--- config.mk ---
export PLATFORM = sky130hd
export DESIGN_NAME = piso_serializer
export DESIGN_NICKNAME = d
export VERILOG_FILES = /design/src/rtl/piso_serializer.sv
export SDC_FILE = /design/constraint.sdc
export NUM_CORES = 1
export LEC_CHECK = 0
export BUFFER_PORTS_ARGS = -buffer_cell sky130_fd_sc_hd__buf_2
export CAP_MARGIN = 15
export CORE_MARGIN = 2
export CORE_UTILIZATION = 53
export DETAILED_ROUTE_END_ITERATION = 8
export GPL_TIMING_DRIVEN = 0
export PLACE_DENSITY = 0.78
export SLEW_MARGIN = 15
export SYNTH_ARGS = -nofsm -noshare
export SYNTH_HDL_FRONTEND = slang
export SYNTH_SLANG_ARGS = --single-unit
export TNS_END_PERCENT = 50
--- constraint.sdc ---
create_clock -name clk -period 2.03 [get_ports clk]
set_input_delay 0.1015 -clock clk [delete_from_list [all_inputs] [get_ports clk]]
set_output_delay 0.1015 -clock clk [all_outputs]
set_load 0.03 [all_outputs]
--- src/rtl/piso_serializer.sv ---
// Parallel-in/serial-out serializer with valid/ready load, per-bit clock divider,
// selectable bit order and optional start/stop framing around each word.
module piso_serializer #(
  parameter int       WIDTH     = 32,
  parameter int       CLK_DIV   = 1,
  parameter bit       MSB_FIRST = 1'b0,
  parameter logic     IDLE_VAL  = 1'b1,
  parameter int       START_BIT = 0,
  parameter int       STOP_BITS = 0
) (
  input  logic             clk,
  input  logic             rst_n,
  input  logic             in_valid,
  output logic             in_ready,
  input  logic [WIDTH-1:0] in_data,
  output logic             so,
  output logic             busy,
  output logic             done,
  output logic [1:0]       dbg_state_o
);

  localparam int N  = START_BIT + WIDTH + STOP_BITS;
  localparam int DW = (CLK_DIV > 1) ? $clog2(CLK_DIV) : 1;
  localparam int BW = $clog2(N + 1);

  typedef enum logic [1:0] {
    S_IDLE  = 2'd0,
    S_START = 2'd1,
    S_DATA  = 2'd2,
    S_STOP  = 2'd3
  } state_e;

  // Handshake: a word transfers on any rising clk edge where in_valid and
  // in_ready are both 1; in_ready depends only on state and counters.
  state_e         state_q, state_d;
  logic [DW-1:0]  div_q, div_d;
  logic [BW-1:0]  bit_q, bit_d;
  logic [N-1:0]   sh_q, sh_d;
  logic           so_q, so_d;
  logic           busy_q, busy_d;
  logic           done_q, done_d;

  logic [N-1:0]   frame_w;
  logic           active_w;
  logic           bit_end_w;
  logic           last_bit_w;
  logic           frame_end_w;
  logic           hs_w;

  function automatic state_e state_for(input int idx);
    if (START_BIT != 0 && idx == 0)  return S_START;
    else if (idx < START_BIT + WIDTH) return S_DATA;
    else                              return S_STOP;
  endfunction

  // The whole frame is laid out LSB-first so one right shift serves every bit.
  always_comb begin
    frame_w = '0;
    if (START_BIT != 0) frame_w[0] = ~IDLE_VAL;
    for (int i = 0; i < WIDTH; i++) begin
      frame_w[START_BIT + i] = MSB_FIRST ? in_data[WIDTH-1-i] : in_data[i];
    end
    for (int j = 0; j < STOP_BITS; j++) begin
      frame_w[START_BIT + WIDTH + j] = IDLE_VAL;
    end
  end

  always_comb begin
    active_w    = (state_q != S_IDLE);
    bit_end_w   = (div_q == DW'(CLK_DIV - 1));
    last_bit_w  = (bit_q == BW'(N - 1));
    frame_end_w = active_w && bit_end_w && last_bit_w;
    in_ready    = !active_w || frame_end_w;
    hs_w        = in_valid && in_ready;

    state_d = state_q;
    div_d   = div_q;
    bit_d   = bit_q;
    sh_d    = sh_q;
    so_d    = so_q;
    busy_d  = busy_q;
    done_d  = frame_end_w;

    if (hs_w) begin
      state_d = state_for(0);
      div_d   = '0;
      bit_d   = '0;
      sh_d    = frame_w;
      so_d    = frame_w[0];
      busy_d  = 1'b1;
    end else if (frame_end_w) begin
      state_d = S_IDLE;
      div_d   = '0;
      bit_d   = '0;
      so_d    = IDLE_VAL;
      busy_d  = 1'b0;
    end else if (active_w && bit_end_w) begin
      state_d = state_for(int'(bit_q) + 1);
      div_d   = '0;
      bit_d   = bit_q + 1'b1;
      so_d    = sh_q[1];
      sh_d    = sh_q >> 1;
    end else if (active_w) begin
      div_d   = div_q + 1'b1;
    end
  end

  always_ff @(posedge clk or negedge rst_n) begin
    if (!rst_n) begin
      state_q <= S_IDLE;
      div_q   <= '0;
      bit_q   <= '0;
      sh_q    <= '0;
      so_q    <= IDLE_VAL;
      busy_q  <= 1'b0;
      done_q  <= 1'b0;
    end else begin
      state_q <= state_d;
      div_q   <= div_d;
      bit_q   <= bit_d;
      sh_q    <= sh_d;
      so_q    <= so_d;
      busy_q  <= busy_d;
      done_q  <= done_d;
    end
  end

  assign so          = so_q;
  assign busy        = busy_q;
  assign done        = done_q;
  assign dbg_state_o = state_q;

endmodule

==> reports/results.ini <==
[job]
cap_violations=0

[setup_path]
crit_arrival_ns=1.81
end_kind=output port
cp-start-kind=register
critical_path_class=reg -> out
crit_path_cell_trace=ha_1 -> nand4_2 -> or3_1 -> o21ai_0 -> buf_2
critPathMaxStageDelay_ns=0.41
required_ns=1.93
crit_path_top_delay_cell=dfrtp_1
path_max_fanout=5
ff2ff_setup_slack_ns=0.14

[place]
place_congestion=0.798
post-dp-hpwl_mm=2.79
portBuffers=40

[route]
vias=1468
drt-wirelength-per-cell_um=14.9
first_pass_iters=4
drtAntennaViolNets=0
drc=0
drtIter0Drc=62
viasPerCell=5.62
wl_mm=3.88

[grt]
grt_max_degree=44
overflow=0
grt_antenna_before_repair=0
grt_pass1_vias=1418
grt_use_total_pct=20.0
grt_pass1_wl_mm=6.35

[outcome]
status=finished, final reports clean

[timing]
period_minus_slack_ns=1.91
fin_setup_tns_ns=0
worst_slew_pin_slew_ns=0.912
max_freq_mhz=523
final_max_slew_viol_count=0
finalHoldViolCount=0
rsz0062_at_grt=no
max_slew_margin_pct=39.2
final-setup-viol-count=0
skew_ns=0.00341
finalCritPeriodShare_pct=94.1

[floorplanning]
core_area_mm2=0.00361
io_pins=41
start_util_pct=54.0
die_y_um=64.6
rows=22
dieWidth_um=64.6
die_area_mm2=0.00417

[cells_and_area]
antenna_cells=0
area_growth_pct=18.6
register_area_mm2=0.00108
drive_gt1_share_pct=28.2
multiInputGateArea_um2=798
final_nets=248
final_util_pct=64.0
fill_cells=310

[worst_hold_path]
hold_class=in -> reg

[synth]
syn_avg_cell_area_um2=11.9
synth_fp_nets=199
synth.distinct_cells=32
yosys_warnings=0
ys_ff_latch=43
synth_area_mm2=0.00195
yosysSeqAreaShare_pct=55.3
synthesis.instances=163

[clock_network]
root_buffer=clkbuf_8
cts.htree.levels=2
cts_buffer_depth=2
clock_latency_ns=0.29
clk_pin_slew_ns=0.07
cts_hold_buf=2
clock_sinks=43
cts_made_buffers=5
cts_tree=built
post_cts_buffers=0
post_cts_resized=0

[power]
ir_drop_uv=627
powerDensity_mw_per_mm2=1190
p_leak_nw=1.38

sequential cells by signal, summed over array words and instances (netlist names):
signal and flops:
bit_q 6, busy 1, dbg_state_o 2, div_q 1, done 1, sh_q 31, so 1
power by group:
group | switching (W) | leakage (nW) | internal (W)
logic | 0.000429 | 0.774 | 0.000445
clock network | 0.000271 | 0.0422 | 0.000241
registers | 0.000223 | 0.565 | 0.00113
cell usage after synthesis:
| library cell | count | area share (%) |
|---|---|---|
| buf_6 | 2 | 1.2 |
| nand2_1 | 10 | 1.9 |
| or3_1 | 2 | 0.64 |
| nor2_1 | 5 | 0.96 |
| nand4_1 | 2 | 0.64 |
| a31oi_1 | 1 | 0.32 |
| o41ai_4 | 1 | 1.4 |
| o31ai_1 | 1 | 0.39 |
| nor4_1 | 1 | 0.32 |
| nand3_1 | 3 | 0.77 |
| dfrtp_1 | 42 | 54 |
| o211ai_1 | 1 | 0.39 |
| xor2_1 | 2 | 0.90 |
| o2bb2ai_1 | 1 | 0.45 |
| dfstp_2 | 1 | 1.3 |
| or2_2 | 1 | 0.32 |
| o21a_1 | 1 | 0.39 |
| o21ba_2 | 1 | 0.51 |
| mux2i_1 | 4 | 2.1 |
| clkbuf_1 | 1 | 0.19 |
| and3_1 | 1 | 0.32 |
| buf_1 | 1 | 0.19 |
| nand4_2 | 1 | 0.64 |
| a21o_1 | 30 | 12 |
| o21ai_0 | 3 | 0.77 |
| o21bai_1 | 1 | 0.39 |
| or3b_2 | 1 | 0.45 |
| inv_1 | 3 | 0.58 |
| a21oi_1 | 3 | 0.77 |
| ha_1 | 1 | 0.64 |
| buf_2 | 6 | 1.5 |
| a22o_1 | 29 | 13 |
cell families after synthesis:
kind of cell	share of synthesized area (%)
AO/OA/AOI/OAI	30.4
XOR/XNOR	0.900
adder cells (fa/ha/maj)	0.643
buffers and inverters	3.66
flip-flops	55.3
multiplexers	2.06
AND/OR/NAND/NOR	7.01
routing by layer:
| metal | routed length [um] | part of all wire, % | GRT usage, % | vias to the layer above |
|---|---|---|---|---|
| met5 | 0 | 0 | 0 | - |
| met4 | 48 | 1.2 | 6.38 | 0 |
| met3 | 164 | 4.2 | 4.86 | 6 |
| met2 | 1910 | 49 | 33.6 | 37 |
| met1 | 1760 | 45 | 25.7 | 720 |
| li1 | - | - | - | 705 |
metrics by stage:
step / setup slack, ns / hold WS [ns] / total power, W / instances / cell area (um2)
global placement: 0.184 / 0.275 / 0.00218 / 251 / 2210
CTS: 0.111 / 0.0157 / 0.00276 / 261 / 2310
global route: 0.0237 / 0.0412 / 0.00291 / 261 / 2310
detailed placement: 0.155 / 0.297 / 0.00224 / 251 / 2210
finish: 0.119 / 0.0208 / 0.00274 / 261 / 2310
floorplan: 0.227 / -0.194 / 0.00200 / 163 / 1950
worst max-delay path, delay by kind of cell, from the launching register on:
kind | cells | cell delay, ns
simple gates | 2 | 0.59
flops | 1 | 0.41
fa+ha+maj | 1 | 0.23
buf+inv | 1 | 0.21
compound gates | 1 | 0.09
path summary, 6_finish.rpt:
| path | from | end | depth (start not counted) |
|---|---|---|---|
| hold / removal | in_data[0] | so | 3 |
| max in group asynchronous | rst_n | sh_q[10] | 2 |
| setup reg to reg | bit_q[0] | sh_q[31] | 7 |
| hold reg to reg | sh_q[24] | sh_q[24] | 1 |
| setup / recovery | bit_q[0] | in_ready | 5 |
| min in group asynchronous | rst_n | bit_q[5] | 2 |
layout make-up:
class,count,area share [%]
buffer,10,2.60
clock buffer,7,3.31
clock inverter,1,0.217
inverter,3,0.488
multi-input combinational,107,34.6
sequential,43,46.7
tap,48,2.60
timing repair buffer,42,9.54
cell usage in the layout (no fill, tap or decap), types with 2 or more instances in the layout:
cell type      Yosys  layout
nand4_1            2       2
clkbuf_8           0       5
dlygate4sd3_1      0       2
mux2i_1            4       4
nor2_1             5       5
xor2_1             2       2
buf_6              2       2
buf_2              6      46
a21o_1            30      30
dfrtp_1           42      42
a22o_1            29      29
nand3_1            3       3
clkbuf_1           1       3
o21ai_0            3       3
nand2_1           10      10
or3_1              2       2
inv_1              3       3
a21oi_1            3       3
Power figures use the tool's default switching activity.
